File: src/rtl/multicycle_control.sv
// ---------------------------------------------------------------------------
// multicycle_control
//   Moore-style control FSM for a multicycle MIPS datapath (lw, sw, R-type,
//   beq, j, addi). Memory accesses in FETCH, MEMRD and MEMWR stretch until
//   mem_ready is high. The FETCH write enables, the MEMWR completion and the
//   DECODE illegal-op pulse also depend on the current inputs.
//
// Ports
//   clk          in   single clock, rising edge
//   reset        in   synchronous, active-high; also forces all outputs to 0
//   Op[5:0]      in   opcode IR[31:26], used combinationally (never registered)
//   mem_ready    in   memory has completed the current access
//   PCWrite, PCWriteCond, IorD, MemRead, MemWrite, MemtoReg, IRWrite,
//   ALUSrcA, RegWrite, RegDst                      out  datapath controls
//   PCSource[1:0], ALUOp[1:0], ALUSrcB[1:0]        out  datapath selects
//   state[3:0]   out  current FSM state (debug)
//   instr_done   out  pulse on the last cycle of each instruction
//   illegal_op   out  pulse when DECODE sees an unsupported opcode
// ---------------------------------------------------------------------------
module multicycle_control (
  input  logic       clk,
  input  logic       reset,
  input  logic [5:0] Op,
  input  logic       mem_ready,
  output logic       PCWrite,
  output logic       PCWriteCond,
  output logic       IorD,
  output logic       MemRead,
  output logic       MemWrite,
  output logic       MemtoReg,
  output logic       IRWrite,
  output logic       ALUSrcA,
  output logic       RegWrite,
  output logic       RegDst,
  output logic [1:0] PCSource,
  output logic [1:0] ALUOp,
  output logic [1:0] ALUSrcB,
  output logic [3:0] state,
  output logic       instr_done,
  output logic       illegal_op
);

  localparam logic [3:0] FETCH  = 4'd0;
  localparam logic [3:0] DECODE = 4'd1;
  localparam logic [3:0] MEMADR = 4'd2;
  localparam logic [3:0] MEMRD  = 4'd3;
  localparam logic [3:0] MEMWB  = 4'd4;
  localparam logic [3:0] MEMWR  = 4'd5;
  localparam logic [3:0] EXEC   = 4'd6;
  localparam logic [3:0] RWB    = 4'd7;
  localparam logic [3:0] BRANCH = 4'd8;
  localparam logic [3:0] JUMP   = 4'd9;
  localparam logic [3:0] ADDIEX = 4'd10;
  localparam logic [3:0] ADDIWB = 4'd11;

  localparam logic [5:0] OP_LW   = 6'b100011;
  localparam logic [5:0] OP_SW   = 6'b101011;
  localparam logic [5:0] OP_RTYP = 6'b000000;
  localparam logic [5:0] OP_BEQ  = 6'b000100;
  localparam logic [5:0] OP_J    = 6'b000010;
  localparam logic [5:0] OP_ADDI = 6'b001000;

  logic [3:0] r_state;
  logic [3:0] w_next;

  always_ff @(posedge clk) begin
    if (reset) r_state <= FETCH;
    else       r_state <= w_next;
  end

  // Next-state logic; unused encodings fall back to FETCH.
  always_comb begin
    w_next = FETCH;
    case (r_state)
      FETCH:  w_next = mem_ready ? DECODE : FETCH;
      DECODE: begin
        case (Op)
          OP_LW, OP_SW: w_next = MEMADR;
          OP_RTYP:      w_next = EXEC;
          OP_BEQ:       w_next = BRANCH;
          OP_J:         w_next = JUMP;
          OP_ADDI:      w_next = ADDIEX;
          default:      w_next = FETCH;
        endcase
      end
      MEMADR: w_next = (Op == OP_LW) ? MEMRD : MEMWR;
      MEMRD:  w_next = mem_ready ? MEMWB : MEMRD;
      MEMWR:  w_next = mem_ready ? FETCH : MEMWR;
      EXEC:   w_next = RWB;
      ADDIEX: w_next = ADDIWB;
      default: w_next = FETCH;
    endcase
  end

  // Output decode. Everything is held at 0 while reset is high, so a reset
  // that lands mid-instruction cannot leak a final write of any kind.
  always_comb begin
    PCWrite     = 1'b0;
    PCWriteCond = 1'b0;
    IorD        = 1'b0;
    MemRead     = 1'b0;
    MemWrite    = 1'b0;
    MemtoReg    = 1'b0;
    IRWrite     = 1'b0;
    ALUSrcA     = 1'b0;
    RegWrite    = 1'b0;
    RegDst      = 1'b0;
    PCSource    = 2'b00;
    ALUOp       = 2'b00;
    ALUSrcB     = 2'b00;
    instr_done  = 1'b0;
    illegal_op  = 1'b0;
    if (!reset) begin
      case (r_state)
        FETCH: begin
          MemRead = 1'b1;
          ALUSrcB = 2'b01;
          // PC and IR only update on the cycle the fetch actually completes.
          IRWrite = mem_ready;
          PCWrite = mem_ready;
        end
        DECODE: begin
          ALUSrcB = 2'b11;
          if (w_next == FETCH) begin
            illegal_op = 1'b1;
            instr_done = 1'b1;
          end
        end
        MEMADR, ADDIEX: begin
          ALUSrcA = 1'b1;
          ALUSrcB = 2'b10;
        end
        MEMRD: begin
          MemRead = 1'b1;
          IorD    = 1'b1;
        end
        MEMWB: begin
          RegWrite   = 1'b1;
          MemtoReg   = 1'b1;
          instr_done = 1'b1;
        end
        MEMWR: begin
          MemWrite   = 1'b1;
          IorD       = 1'b1;
          instr_done = mem_ready;
        end
        EXEC: begin
          ALUSrcA = 1'b1;
          ALUOp   = 2'b10;
        end
        RWB: begin
          RegWrite   = 1'b1;
          RegDst     = 1'b1;
          instr_done = 1'b1;
        end
        ADDIWB: begin
          RegWrite   = 1'b1;
          instr_done = 1'b1;
        end
        BRANCH: begin
          ALUSrcA     = 1'b1;
          ALUOp       = 2'b01;
          PCWriteCond = 1'b1;
          PCSource    = 2'b01;
          instr_done  = 1'b1;
        end
        JUMP: begin
          PCWrite    = 1'b1;
          PCSource   = 2'b10;
          instr_done = 1'b1;
        end
        default: ;
      endcase
    end
  end

  assign state = reset ? FETCH : r_state;

endmodule

File: config.mk
export PLATFORM = sky130hd
export DESIGN_NAME = multicycle_control
export DESIGN_NICKNAME = d
export VERILOG_FILES = /design/src/rtl/multicycle_control.sv
export SDC_FILE = /design/constraint.sdc
export NUM_CORES = 1
export LEC_CHECK = 0
export ABC_AREA = 1
export BUFFER_PORTS_ARGS = -buffer_cell sky130_fd_sc_hd__buf_4
export CORE_MARGIN = 2
export CORE_UTILIZATION = 39
export CTS_CLUSTER_DIAMETER = 30
export DETAILED_ROUTE_END_ITERATION = 12
export PLACE_DENSITY = 0.74
export SLEW_MARGIN = 20
export SYNTH_ARGS = -nofsm -noshare
export SYNTH_HDL_FRONTEND = slang
export SYNTH_SLANG_ARGS = --single-unit
export TNS_END_PERCENT = 20
File: constraint.sdc
create_clock -name clk -period 1.35 [get_ports clk]
set_clock_uncertainty 0.15 [all_clocks]
set_input_delay 0.2025 -clock clk [delete_from_list [all_inputs] [get_ports clk]]
set_output_delay 0.2025 -clock clk [all_outputs]
set_load 0.01 [all_outputs]
Word level (Yosys, flattened, before mapping)
Cells that the tools add are included.
W data, S select, Z words.
{ "totals": {"register_bits": 4, "inputBits": 9, "out_inout_bits": 22, "elab_cells": 65} }
{ "classes": {"n_eq_ne": 16, "n_mux": 38, "n_reduce_logical": 10} }
{ "op_table": {"columns": ["operator", "count"], "rows": [
  ["$pmux W4 S7", 1],
  ["$mux W1", 24],
  ["$pmux W4 S5", 1],
  ["$eq A4 B3 Y1 const B", 4],
  ["$eq A4 B4 Y1 const B", 4],
  ["$eq A6 B6 Y1 const B", 2],
  ["$mux W3", 3],
  ["$eq A4 B2 Y1 const B", 2],
  ["$logic_not A4 Y1", 2],
  ["$pmux W2 S2", 2],
  ["$reduce_or A2 Y1", 4],
  ["$eq A6 B2 Y1 const B", 1],
  ["$eq A6 B3 Y1 const B", 1],
  ["$eq A6 B4 Y1 const B", 1],
  ["$logic_not A6 Y1", 1],
  ["$mux W2", 3],
  ["$pmux W2 S3", 1],
  ["$reduce_or A5 Y1", 1],
  ["$eq A4 B1 Y1 const B", 1],
  ["$mux W4", 1],
  ["$reduce_or A4 Y1", 1],
  ["$pmux W1 S3", 1],
  ["$reduce_or A3 Y1", 1],
  ["$pmux W1 S2", 1]
]} }

Depth between registers and ports, before layout
Gate-level depths: netlist (run 1).
{ "logic_depth": {"depth_word": 8, "mapped_depth": 10, "mapped_depth_nobuf": 10} }

Worst setup path before layout (run 1)
Ideal clock, no wire load.
{ "synth_path": {"path_type": "flip-flop to output port", "startpoint": "register r_state[2]", "endpoint": "output port illegal_op", "t_arrival_ps": 1075, "required_ps": 998, "setup_slack_ps": -78, "path_stages_with_launch": 6, "path_buffers": 0, "path_cell_list": "dfxtp_1 -> nor2_2 -> nand2_2 -> inv_1 -> nand4_1 -> nor3_1"} }
{ "synth_via": {"elab_chain_cells": 6, "word_cells_on_any_way": 12, "classes_between": "eq/ne: 6; mux: 4; reduce/logical: 2"} }
{ "synth_rtl": {"columns": ["element", "line", "rtl"], "rows": [
  ["start, declared", "63", "logic [3:0] r_state;"],
  ["start signal, assigned", "68", "else r_state <= w_next;"],
  ["$eq A4 B4 Y1, or another cell as far along", "74", "case (r_state)"],
  ["$pmux W4 S7", "74", null],
  ["$logic_not A4 Y1", "124", "if (w_next == FETCH) begin"],
  ["$mux W1", "124", null],
  ["$mux W1 *", "114", "case (r_state)"],
  ["$mux W1 *", "113", "if (!reset) begin"],
  ["end, declared", "40", "output logic illegal_op"]
]} }
Every way passes the cells marked *; elsewhere a longest branch is shown, timed or not.

Final worst setup path (run 1)
{ "layout_path": {"startpoint": "register r_state[2]", "endpoint": "output port instr_done"} }
{ "layout_via": {"elab_chain_cells": 6, "word_cells_on_any_way": 18, "classes_between": "eq/ne: 11; mux: 4; reduce/logical: 3"} }
{ "layout_rtl": {"columns": ["element", "line", "rtl"], "rows": [
  ["$eq A4 B4 Y1, or another cell as far along", "74", null],
  ["$pmux W4 S7", "74", null],
  ["$logic_not A4 Y1", "124", null],
  ["$mux W1", "124", null],
  ["$pmux W1 S3 *", "114", null],
  ["$mux W1 *", "113", null],
  ["end, declared", "39", "output logic instr_done,"]
]} }
Marked as above.

==> results of run 1 <==
-- logic make-up (layout without fill, tap and decap cells) --
kind of cell | after synthesis | in the layout
compound gates | 12 | 12
buf+inv | 26 | 87
flops | 4 | 4
simple gates | 73 | 73
-- through the flow --
step,hold slack [ns],power [mW],TNS [ns]
final,0.1666,0.4529,-6.727
after global routing,0.1651,0.4806,-7.907
after CTS,0.1500,0.4224,-5.311
after detailed placement,0.3861,0.2762,-1.716
after global placement,0.3924,0.2716,-1.459
after floorplan,0.2278,0.1952,-0.06978
-- worst min-delay path, stage by stage --
cell and delay [ns]:
sky130_fd_sc_hd__buf_4 0.09, sky130_fd_sc_hd__a21oi_1 0.07, sky130_fd_sc_hd__a31oi_1 0.13
-- Yosys cell counts (2+ instances only) --
cell type,instances
sky130_fd_sc_hd__a31oi_1,4
sky130_fd_sc_hd__nor2_1,27
sky130_fd_sc_hd__nand3_2,2
sky130_fd_sc_hd__clkbuf_1,3
sky130_fd_sc_hd__nand2_1,22
sky130_fd_sc_hd__nand2_2,8
sky130_fd_sc_hd__nor2_2,3
sky130_fd_sc_hd__inv_2,4
sky130_fd_sc_hd__nand3_1,5
sky130_fd_sc_hd__nor3_1,4
sky130_fd_sc_hd__a21oi_1,6
sky130_fd_sc_hd__inv_1,16
sky130_fd_sc_hd__dfxtp_1,4
-- path summary, 6_finish.rpt --
kind,startpoint,end,depth (start not counted)
max,r_state[2]$_SDFF_PP0_,instr_done,9
min,mem_ready,r_state[2]$_SDFF_PP0_,3
max reg2reg,r_state[2]$_SDFF_PP0_,r_state[2]$_SDFF_PP0_,8
min reg2reg,r_state[1]$_SDFF_PP0_,r_state[1]$_SDFF_PP0_,4
-- power groups by stage --
stage	Combinational, mW	Sequential (mW)	Clock [mW]
after global placement	0.149	0.122	0
after detailed placement	0.154	0.122	0
after CTS	0.157	0.119	0.146
after floorplan	0.0732	0.122	0
after global routing	0.202	0.120	0.159
final	0.188	0.120	0.145
-- routing by layer --
layer | share of wire | vias to the layer above | GRT usage | wire [um]
li1 | - | 475 | - | -
met1 | 0.39 | 458 | 0.2734 | 1022
met2 | 0.51 | 54 | 0.4667 | 1321
met3 | 0.055 | 14 | 0.01702 | 143
met4 | 0.046 | 0 | 0.02500 | 121
met5 | 0 | - | 0 | 0
-- area by class of cell --
cell class,instances,area (um^2),area share
clock buffers,3,22.52,0.01877
flip-flops and latches,4,92.59,0.07716
multi-input cells,85,489.2,0.4077
well taps,15,18.77,0.01564
repair buffers,62,488.0,0.4067
inverters,22,88.84,0.07404
-- what timing repair did --
item | CTS | global route
resized for setup | 11 | 23
buffers inserted | 1 | 4
pin swaps | 2 | 7
setup endpoints to repair | 20 | 24
==> results.md, run 1 <==
- Synth async-reset ratio: 0
- Worst Slack Setup Final: -0.5104 ns
- Most common library cell in the layout ignoring fill and taps: sky130_fd_sc_hd__buf_4
- Leakage power summed over all cells: ~0.66 nW
- Actual slew at the worst max-slew pin: ~0.32 ns
- Quantity of I/O buffers inserted on ports: 30
- Site row count: 13
- Endpoint type of the worst setup path: output pin
- Internal power: ~0.3 mW
- Detailed Place HPWL: 1658 um
- Reg-to-reg slack, setup: -0.14 ns
- Final Critical Period: approximately 1.9 ns
- Slowest cell delay on critical path: roughly 0.35 ns
- Number of flip-flops in the largest register: 4
- Clock Sink Count: 4
- Core footprint: between 1000 and 1500 um^2
- Flip-flop cell with the highest count after synthesis: sky130_fd_sc_hd__dfxtp_1
- Registers with the most flip-flops: r_state: 4 flops
- Violated checks: setup timing
- Mapped cell area: between 500 and 600 um^2
- Share of cell area taken by muxes after synthesis: 0
- Maximum number of buffers from clock root to sink: 2
- Warnings from Yosys: 0
- Worst-case vdd ir drop: 0.5605 mV
- Detailed Route WL: around 2600 um
- GR Overflow Total: 0
- Fin cells: 191
- Number of hold violations in the final report: 0
- Nature of the critical path startpoint: flip-flop
- Portion of the clock cycle consumed by the worst path in the final layout: 1.378
- Syn_area_per_cell: between 5 and 6 um^2
- Outcome: finished with violations
- Antenna-violating nets left: 0
- Post-synth EDFFs: 0
- Hold Path Class: primary input to flip-flop
- Count of placed standard cells including taps: between 150 and 200
- Library cell contributing the largest single delay on the critical path: sky130_fd_sc_hd__dfxtp_4
- Complex-gate fraction of the synthesized area: 0.1154
- Critical path start-end classification: flip-flop to output pin
- Clock buffer count from CTS: 3
- Horizontal die dimension: approximately 43 um
- Initial core utilization: 0.4337
- F_max: ~540 MHz
- Number of nets in the layout: around 190
- Number of distinct library cells after synthesis: 20
- Vias in the first global route: a little over 800
- Vias post-DR: 1001
- Number of violations of the max-capacitance limit: 0
- Clock H-tree levels: 1
- Pre-CTS setup slack: -0.2478 ns
- Filler cell count: 74
- PD cells: about 380 nW/um^2
- Adder-cell share of the synthesized area: 0
- Post-Layout Inst Area: around 1200 um^2
- Final-report setup violation count: 23
- Crit path cell chain: nor2_4 > nand3_1 > nand2_2 > clkinv_2 > nand3_2 > nor2_2 > nor2_1 > nor2_2 > buf_4
- Pin count of the biggest net entering global routing: 26
- Clock transition time at the flip-flop clock pins of the worst setup and hold paths: ~0.040 ns
- Required time of the critical path: 1.00 ns
- Total Die Area: roughly 1800 um^2
- Power share of the clock group: 0.321
- Maximum fanout along the worst path: 4
- Global-route wire length before repair: around 3400 um
- Xor and xnor area share after synthesis: 0
- RSZ-0062 raised after global routing: yes
- Part of the power in registers: 0.264
- Area growth from synthesis to final layout: 104.9%
- Normalized max-slew margin: 0.7853
- Global router's overall resource usage: 0.2348
- Reported net switching power: 0.1487 mW
- CTS tree: done
- Antenna violations before repair: 0
- DRT Pass-1 Iters: 4
- Combinational fraction of design power: 0.415
- DP Area: ~1000 um^2
- Iteration-0 DRC Markers: 27
- Share of the core filled with cells: 0.8888
- Final count of pins violating max slew: 0
- Dominant cells by area after synthesis: sky130_fd_sc_hd__nor2_1 (17%), sky130_fd_sc_hd__nand2_1 (14%), sky130_fd_sc_hd__dfxtp_1 (14%), sky130_fd_sc_hd__inv_1 (10%), sky130_fd_sc_hd__nand2_2 (8.5%)
- Post-Synthesis Net Count: about 120
- Final weighted congestion in routability-driven placement: 0.9235
- DRC violations left: 0
- Largest area contributor in the netlist: sky130_fd_sc_hd__nor2_1
- Sequential-to-total area share from yosys stat: 0.1368
- Proportion of layout cells with a drive suffix above 1: 0.6477
- Clock latency on the worst-skew pair: around 0.23 ns
- Highest-count cells in the layout ignoring fill and taps: sky130_fd_sc_hd__buf_4 (56), sky130_fd_sc_hd__nor2_1 (19), sky130_fd_sc_hd__nand2_1 (17)
- Hold-fix buffers, CTS: 0
- Routed wirelength normalized by instance count: approximately 14 um
- Yosys top cell area share: 0.1731
- Synthesized-area fraction occupied by and/or/nand/nor cells: 0.5726
- Number of buffer and inverter stages on the critical path: 2
- Cell occurring most often along the worst timing path: sky130_fd_sc_hd__nor2_2
- Sw Share: 0.3282
- Routed vias/inst: 5.241
- Number of I/O pins: 31
- Clk Tree Root Cell: sky130_fd_sc_hd__clkbuf_4
- Combinational family with the most area after synthesis: simple AND/OR/NAND/NOR gates
- Ant. Diodes: 0
- Cell family with most CP delay: simple AND/OR/NAND/NOR gates
- Cell count after synthesis: about 120
- Critical path arrival: roughly 1.5 ns
- #FFs+latches synth: 4
- Most flops, register: r_state
- Y dimension of the die: around 43 um
(Power assumes the default switching activity.)
==> run 2: changes to the inputs <==
Settings changed: CAP_MARGIN from default to 30, PLACE_DENSITY 0.74 to 0.7.
==> run 2 against run 1 <==
The flow still finishes with violations (setup timing). Via count fell by 4.4%. Sequential share of layout area rose by 0.22 points. Global-route usage fell by 0.37 points. Utilization fell by 2.5 points. Largest power group unchanged. Combinational power fell by 7%. Die area did not move. Non-clock buffer count rose by 1. Worst setup slack barely moved. Routed wire length fell by 9.2%. Final area fell by 2.8%.
==> results.md, run 2 (synthesized netlist as in run 1, its figures left out) <==
- Worst-case hold slack: 0.1876 ns (+0.02103 ns)
- Routed wirelength normalized by instance count: 12.27 um (-10%)
- Number of I/O pins: 31 (unchanged)
- Reg-to-reg slack, setup: -0.17 ns (-0.03 ns)
- DP Area: 1041 um^2 (unchanged)
- Pre-CTS setup slack: -0.2412 ns (+0.006557 ns)
- Area of the multi-input gates: 461.7 um^2 (-5.6%)
- GR Overflow Total: 0 (unchanged)
- Final weighted congestion in routability-driven placement: 0.8298 (-10%)
- Violated checks: setup timing
- Library cell contributing the largest single delay on the critical path: sky130_fd_sc_hd__dfxtp_4
- Worst-case vdd ir drop: 0.6287 mV (+12%)
- Sequential cell area in the final layout: 92.59 um^2 (unchanged)
- Worst Slack Setup Final: -0.5102 ns (+0.0002690 ns)
- F_max: 537.6 MHz (about the same)
- Quantity of I/O buffers inserted on ports: 30 (unchanged)
- Cell family with most CP delay: simple AND/OR/NAND/NOR gates
- CTS tree: done
- Global-route wire length before repair: 3325 um (-3.0%)
- Iteration-0 DRC Markers: 26 (-3.7%)
- Worst r2r path cells: 8 (unchanged)
- Initial core utilization: 0.4337 (unchanged)
- CP Launch Point: r_state[2]$_SDFF_PP0_
- Highest-count cells in the layout ignoring fill and taps: sky130_fd_sc_hd__buf_4 (61), sky130_fd_sc_hd__nor2_1 (22), sky130_fd_sc_hd__nand2_1 (19)
- Proportion of layout cells with a drive suffix above 1: 0.5955 (-0.05222)
- Normalized max-slew margin: 0.8131 (+0.02781)
- Outcome: finished with violations
- Final Critical Period: 1.860 ns (-0.0002690 ns)
- Critical path start-end classification: flip-flop to output pin
- Post-Layout Inst Area: 1166 um^2 (-2.8%)
- Endpoint type of the worst setup path: output pin
- Core footprint: 1350 um^2 (unchanged)
- Leakage power summed over all cells: 0.6516 nW (-0.64%)
- RSZ-0062 raised after global routing: yes
- Number of buffer and inverter stages on the critical path: 3 (+1)
- Required time of the critical path: 1.00 ns (about the same)
- Final-report setup violation count: 21 (-8.7%)
- Number of nets in the layout: 188 (+0.53%)
- Portion of the clock cycle consumed by the worst path in the final layout: 1.378 (about the same)
- Launch point of the worst reg-to-reg path: r_state[2]$_SDFF_PP0_
- Slowest cell delay on critical path: 0.35 ns (about the same)
- Vias post-DR: 957 (-4.4%)
- Critical path arrival: 1.51 ns (about the same)
- Maximum number of buffers from clock root to sink: 2 (unchanged)
- Site row count: 13 (unchanged)
- Detailed Route WL: 2369 um (-9.2%)
- Most flops, register: r_state
- Registers with the most flip-flops: r_state: 4 flops
- Clock transition time at the flip-flop clock pins of the worst setup and hold paths: 0.04 ns (about the same)
- Detailed Place HPWL: 1540 um (-7.1%)
- Final count of pins violating max slew: 0 (unchanged)
- Y dimension of the die: 42.75 um (unchanged)
- Antenna violations before repair: 0 (unchanged)
- Number of hold violations in the final report: 0 (unchanged)
- Origin of the worst min-delay path: mem_ready
- Ant. Diodes: 0 (unchanged)
- Vias in the first global route: 837 (+2.6%)
- DRT Pass-1 Iters: 6 (+2)
- Filler cell count: 86 (+16%)
- Total Die Area: 1828 um^2 (unchanged)
- Horizontal die dimension: 42.75 um (unchanged)
- Maximum fanout along the worst path: 4 (unchanged)
- Clock H-tree levels: 1 (unchanged)
- Routed vias/inst: 4.959 (-5.4%)
- Crit path cell chain: nor2_4 > nand2_2 > inv_2 > nand4_1 > buf_4 > nor3_4 > buf_6
- Depth of the worst hold-timing path: 3 (unchanged)
- Hold Path Class: primary input to flip-flop
- Clock buffer count from CTS: 3 (unchanged)
- Actual slew at the worst max-slew pin: 0.2803 ns (-0.04171 ns)
- Clock latency on the worst-skew pair: 0.23 ns (about the same)
- Worst reg2reg path endpoint: r_state[2]$_SDFF_PP0_
- Pin count of the biggest net entering global routing: 26 (unchanged)
- Clk Tree Root Cell: sky130_fd_sc_hd__clkbuf_4
- Nature of the critical path startpoint: flip-flop
- Clock Sink Count: 4 (unchanged)
- PD cells: 388.5 nW/um^2 (+2.9%)
- Worst hold path endpoint: r_state[2]$_SDFF_PP0_
- Antenna-violating nets left: 0 (unchanged)
- Most common library cell in the layout ignoring fill and taps: sky130_fd_sc_hd__buf_4
- DRC violations left: 0 (unchanged)
- Global router's overall resource usage: 0.2311 (-0.003679)
- Number of flip-flops in the largest register: 4 (unchanged)
- Number of violations of the max-capacitance limit: 0 (unchanged)
- Area growth from synthesis to final layout: 99.15%
## run 2: layout make-up
cell class                 count  area share
tap                           15     0.01609
clock buffer                   4     0.02253
multi-input combinational     85      0.3959
sequential                     4     0.07940
inverter                      22     0.07403
timing repair buffer          63      0.4120
## run 2: routing by layer
metal  share of wire  global-route usage
met1            0.40              0.2525
met2            0.55              0.4727
met3           0.046             0.02979
met4          0.0097             0.01875
met5               0                   0
## run 2: worst max-delay path by stage
| stage | endpoint | slack [ns] | cells past startpoint |
|---|---|---|---|
| floorplan | instr_done | -0.04 | 8 |
| global placement | instr_done | -0.22 | 9 |
| detailed placement | instr_done | -0.24 | 9 |
| CTS | instr_done | -0.47 | 9 |
| global route | instr_done | -0.61 | 9 |
| finish | illegal_op | -0.51 | 7 |
## run 2: power by group
group / switching, mW / internal [mW] / leakage [nW]
Sequential: 0.00377 / 0.116 / 0.0352
Combinational: 0.0894 / 0.0849 / 0.601
Clock: 0.0480 / 0.111 / 0.0150
Total: 0.141 / 0.312 / 0.652
## run 2: timing repair
item,4_1_cts,5_1_grt
endpoints found under the setup margin,21,24
pin swaps,2,5
hold buffers,0,0
resized for setup,12,7
hold endpoints to repair,0,0
setup buffers,3,3
## run 2: stage by stage
step	util	TNS (ns)	std cells	power (mW)
6_report	0.8638	-6.280	193	0.4531
5_1_grt	0.8638	-8.043	193	0.4873
4_1_cts	0.8295	-5.664	190	0.4380
3_5_place_dp	0.7711	-1.549	183	0.2737
3_3_place_gp	0.7711	-1.421	183	0.2718
2_1_floorplan	-	-0.06978	115	0.1952
## run 2: worst register-to-register path: stages, from the launching register on
cell,delay [ns]
sky130_fd_sc_hd__dfxtp_4,0.35
sky130_fd_sc_hd__nor2_4,0.17
sky130_fd_sc_hd__inv_2,0.08
sky130_fd_sc_hd__buf_6,0.13
sky130_fd_sc_hd__nor2_4,0.11
sky130_fd_sc_hd__buf_4,0.12
sky130_fd_sc_hd__buf_4,0.09
sky130_fd_sc_hd__a21oi_1,0.06
sky130_fd_sc_hd__a31oi_1,0.18
==> run 3: changes to the inputs <==
Settings changed: ABC_AREA 1 to default, CORE_MARGIN 2 to 5, CORE_UTILIZATION 39 to 38, PLACE_DENSITY 0.7 to 0.69.
==> run 3 against run 2 <==
The flow still finishes with violations (setup timing). Global-route usage shrank 2.6 points. Cell count shrank 18%. Sequential share of layout area decreased by 0.70 points. Non-clock buffer count is 2 higher. Count of clock-buffer cells in the layout decreased by 1. Area after synthesis down 4.1%. Utilization increased by 4.4 points. Worst setup slack better by 0.056 ns. Hold slack better by 0.0057 ns. Combinational power rose by 29%. Critical path depth down 1. Critical path type unchanged. Critical endpoint is now instr_done. Largest power group unchanged.
==> results.md, run 3 <==
- Normalized max-slew margin: 0.6430 (-0.1701)
- Fin cells: 159 (-18%)
- Cell with the most instances after synthesis: sky130_fd_sc_hd__nor2_1
- Cell count after synthesis: 84 (-27%)
- Warnings from Yosys: 0 (unchanged)
- Actual slew at the worst max-slew pin: 0.5306 ns (+0.2503 ns)
- Crit path cell chain: buf_4 > nand2b_4 > a211oi_2 > o21ai_2 > a21oi_2 > buf_4
- Number of flip-flops in the largest register: 4 (unchanged)
- Number of distinct library cells after synthesis: 37 (+85%)
- Post-synth EDFFs: 0 (unchanged)
- Sequential-to-total area share from yosys stat: 0.1425 (+0.005787)
- Routed vias/inst: 5.943 (+20%)
- Synth async-reset ratio: 0 (unchanged)
- Number of violations of the max-capacitance limit: 0 (unchanged)
- Clock buffer count from CTS: 3 (unchanged)
- Y dimension of the die: 48.45 um (+13%)
- Violated checks: setup timing
- Registers with the most flip-flops: r_state: 4 flops
- #FFs+latches synth: 4 (unchanged)
- Leakage power summed over all cells: 0.5513 nW (-15%)
- RSZ-0062 raised after global routing: yes
- Yosys top cell area share: 0.1425 (-0.03054)
- Worst-case vdd ir drop: 0.4335 mV (-31%)
- Detailed Place HPWL: 1748 um (+14%)
- Number of I/O pins: 31 (unchanged)
- Final count of pins violating max slew: 0 (unchanged)
- Clock Sink Count: 4 (unchanged)
- Dominant cells by area after synthesis: sky130_fd_sc_hd__dfxtp_1 (14%), sky130_fd_sc_hd__nor2_1 (7.3%), sky130_fd_sc_hd__nor3_1 (6.2%), sky130_fd_sc_hd__nor2b_1 (5.6%), sky130_fd_sc_hd__a211oi_1 (4.0%)
- Highest-count cells in the layout ignoring fill and taps: sky130_fd_sc_hd__buf_4 (59), sky130_fd_sc_hd__nor2_2 (5), sky130_fd_sc_hd__nor2_1 (5), sky130_fd_sc_hd__buf_6 (5)
- Clock H-tree levels: 1 (unchanged)
- Core footprint: 1350 um^2 (unchanged)
- Clock transition time at the flip-flop clock pins of the worst setup and hold paths: 0.04 ns (about the same)
- Global router's overall resource usage: 0.2046 (-0.02647)
- Quantity of I/O buffers inserted on ports: 30 (unchanged)
- Antenna-violating nets left: 0 (unchanged)
- Worst-case hold slack: 0.1934 ns (+0.005732 ns)
- Area growth from synthesis to final layout: 118.3%
- Total Die Area: 2347 um^2 (+28%)
- PD cells: 412.1 nW/um^2 (+6.1%)
- Syn_area_per_cell: 6.688 um^2 (+31%)
- Initial core utilization: 0.4161 (-0.01761)
- Mapped cell area: 561.8 um^2 (-4.1%)
- Final-report setup violation count: 25 (+19%)
- Maximum number of buffers from clock root to sink: 2 (unchanged)
- Share of the core filled with cells: 0.9082 (+0.04449)
- Pre-CTS setup slack: -0.2873 ns (-0.04604 ns)
- Critical path start-end classification: flip-flop to output pin
- Pin count of the biggest net entering global routing: 9 (-65%)
- Nature of the critical path startpoint: flip-flop
- Filler cell count: 65 (-24%)
- Global-route wire length before repair: 3946 um (+19%)
- Number of buffer and inverter stages on the critical path: 2 (-1)
- Clock latency on the worst-skew pair: 0.25 ns (+0.02 ns)
- Worst Slack Setup Final: -0.4544 ns (+0.05575 ns)
- Power after layout: 0.5053 mW (+12%)
- Post-Layout Inst Area: 1226 um^2 (+5.2%)
- Slowest cell delay on critical path: 0.34 ns (about the same)
- Count of placed standard cells including taps: 155 (-15%)
- Site row count: 13 (unchanged)
- Vias in the first global route: 831 (-0.72%)
- Most frequent cells after synthesis: sky130_fd_sc_hd__nor2_1 (11), sky130_fd_sc_hd__nor3_1 (7), sky130_fd_sc_hd__nor2b_1 (5)
- CTS tree: done
- Setup total negative slack: -6.959 ns (-0.6782 ns)
- DP Area: 1059 um^2 (+1.7%)
- Post-Synthesis Net Count: 93 (-25%)
- Routed wirelength normalized by instance count: 18.35 um (+50%)
- Number of hold violations in the final report: 0 (unchanged)
- Outcome: finished with violations
- Horizontal die dimension: 48.45 um (+13%)
- Detailed Route WL: 2918 um (+23%)
- Number of nets in the layout: 155 (-18%)
- Antenna violations before repair: 0 (unchanged)
- Most common library cell in the layout ignoring fill and taps: sky130_fd_sc_hd__buf_4
- GR Overflow Total: 0 (unchanged)
- Final weighted congestion in routability-driven placement: 0.9062 (+9.2%)
- Clk Tree Root Cell: sky130_fd_sc_hd__clkbuf_4
- Proportion of layout cells with a drive suffix above 1: 0.7222 (+0.1267)
- Required time of the critical path: 1.00 ns (about the same)
- Cell occurring most often along the worst timing path: sky130_fd_sc_hd__buf_4
- Library cell contributing the largest single delay on the critical path: sky130_fd_sc_hd__dfxtp_2
- Flip-flop cell with the highest count after synthesis: sky130_fd_sc_hd__dfxtp_1
- Portion of the clock cycle consumed by the worst path in the final layout: 1.337 (-0.04130)
- Endpoint type of the worst setup path: output pin
- Vias post-DR: 945 (-1.3%)
- Most flops, register: r_state
- DRT Pass-1 Iters: 4 (-2)
- Iteration-0 DRC Markers: 35 (+35%)
- F_max: 554.2 MHz (+3.1%)
- Critical path arrival: 1.45 ns (-0.06 ns)
- Hold Path Class: primary input to flip-flop
- Maximum fanout along the worst path: 4 (unchanged)
- Largest area contributor in the netlist: sky130_fd_sc_hd__dfxtp_1
- Ant. Diodes: 0 (unchanged)
- Final Critical Period: 1.804 ns (-0.05575 ns)
- Cell family with most CP delay: compound AO/OA/AOI/OAI gates
- DRC violations left: 0 (unchanged)
run 3: area by class of cell:
| type | instances | area, um^2 | area share |
|---|---|---|---|
| multi-input cells | 69 | 560.5 | 0.4571 |
| clock buffers | 3 | 22.52 | 0.01837 |
| well taps | 15 | 18.77 | 0.01531 |
| inverters | 3 | 16.27 | 0.01327 |
| flip-flops and latches | 4 | 88.84 | 0.07245 |
| repair buffers | 65 | 519.2 | 0.4235 |
run 3: report_power, final:
part	switching (mW)	total (mW)	internal, mW
sequential	0.00403	0.122	0.118
combinational	0.108	0.225	0.118
clock	0.0579	0.158	0.100
total	0.169	0.505	0.336
run 3: kinds of logic (layout without fill, tap and decap cells):
logic type	count (synthesis)	count (layout)	share of synthesized area
compound gates	20	20	0.2539
xor+xnor	2	2	0.03119
buf+inv	11	71	0.1158
flops	4	4	0.1425
mux	1	1	0.02004
simple gates	46	46	0.4366
run 3: timing repair:
item / CTS / global route
setup buffers: 0 / 1
gates cloned: 0 / 0
pin swaps: 7 / 2
setup endpoints to repair: 26 / 26
hold buffers: 0 / 0
resized for setup: 15 / 20
run 3: worst paths after layout:
path,startpoint,cells past startpoint,slack (ns),to
hold reg to reg,r_state[2]$_SDFF_PP0_,2,0.46,r_state[3]$_SDFF_PP0_
setup / recovery,r_state[1]$_SDFF_PP0_,6,-0.45,instr_done
hold / removal,mem_ready,3,0.19,r_state[1]$_SDFF_PP0_
setup reg to reg,r_state[1]$_SDFF_PP0_,7,-0.27,r_state[2]$_SDFF_PP0_
run 3: worst register-to-register path: cells and delay by family (launching register included):
kind	cells	cell delay, ns
buf+inv	3	0.40
flops	1	0.36
compound gates	2	0.30
simple gates	2	0.30
run 3: per-layer routing:
metal  vias up  global-route usage  routed length [um]
li1        431                   -                   -
met1       429              0.2473                1137
met2        74              0.3326                1412
met3        11             0.07339                 313
met4         0             0.06726                  55
met5         -                   0                   0
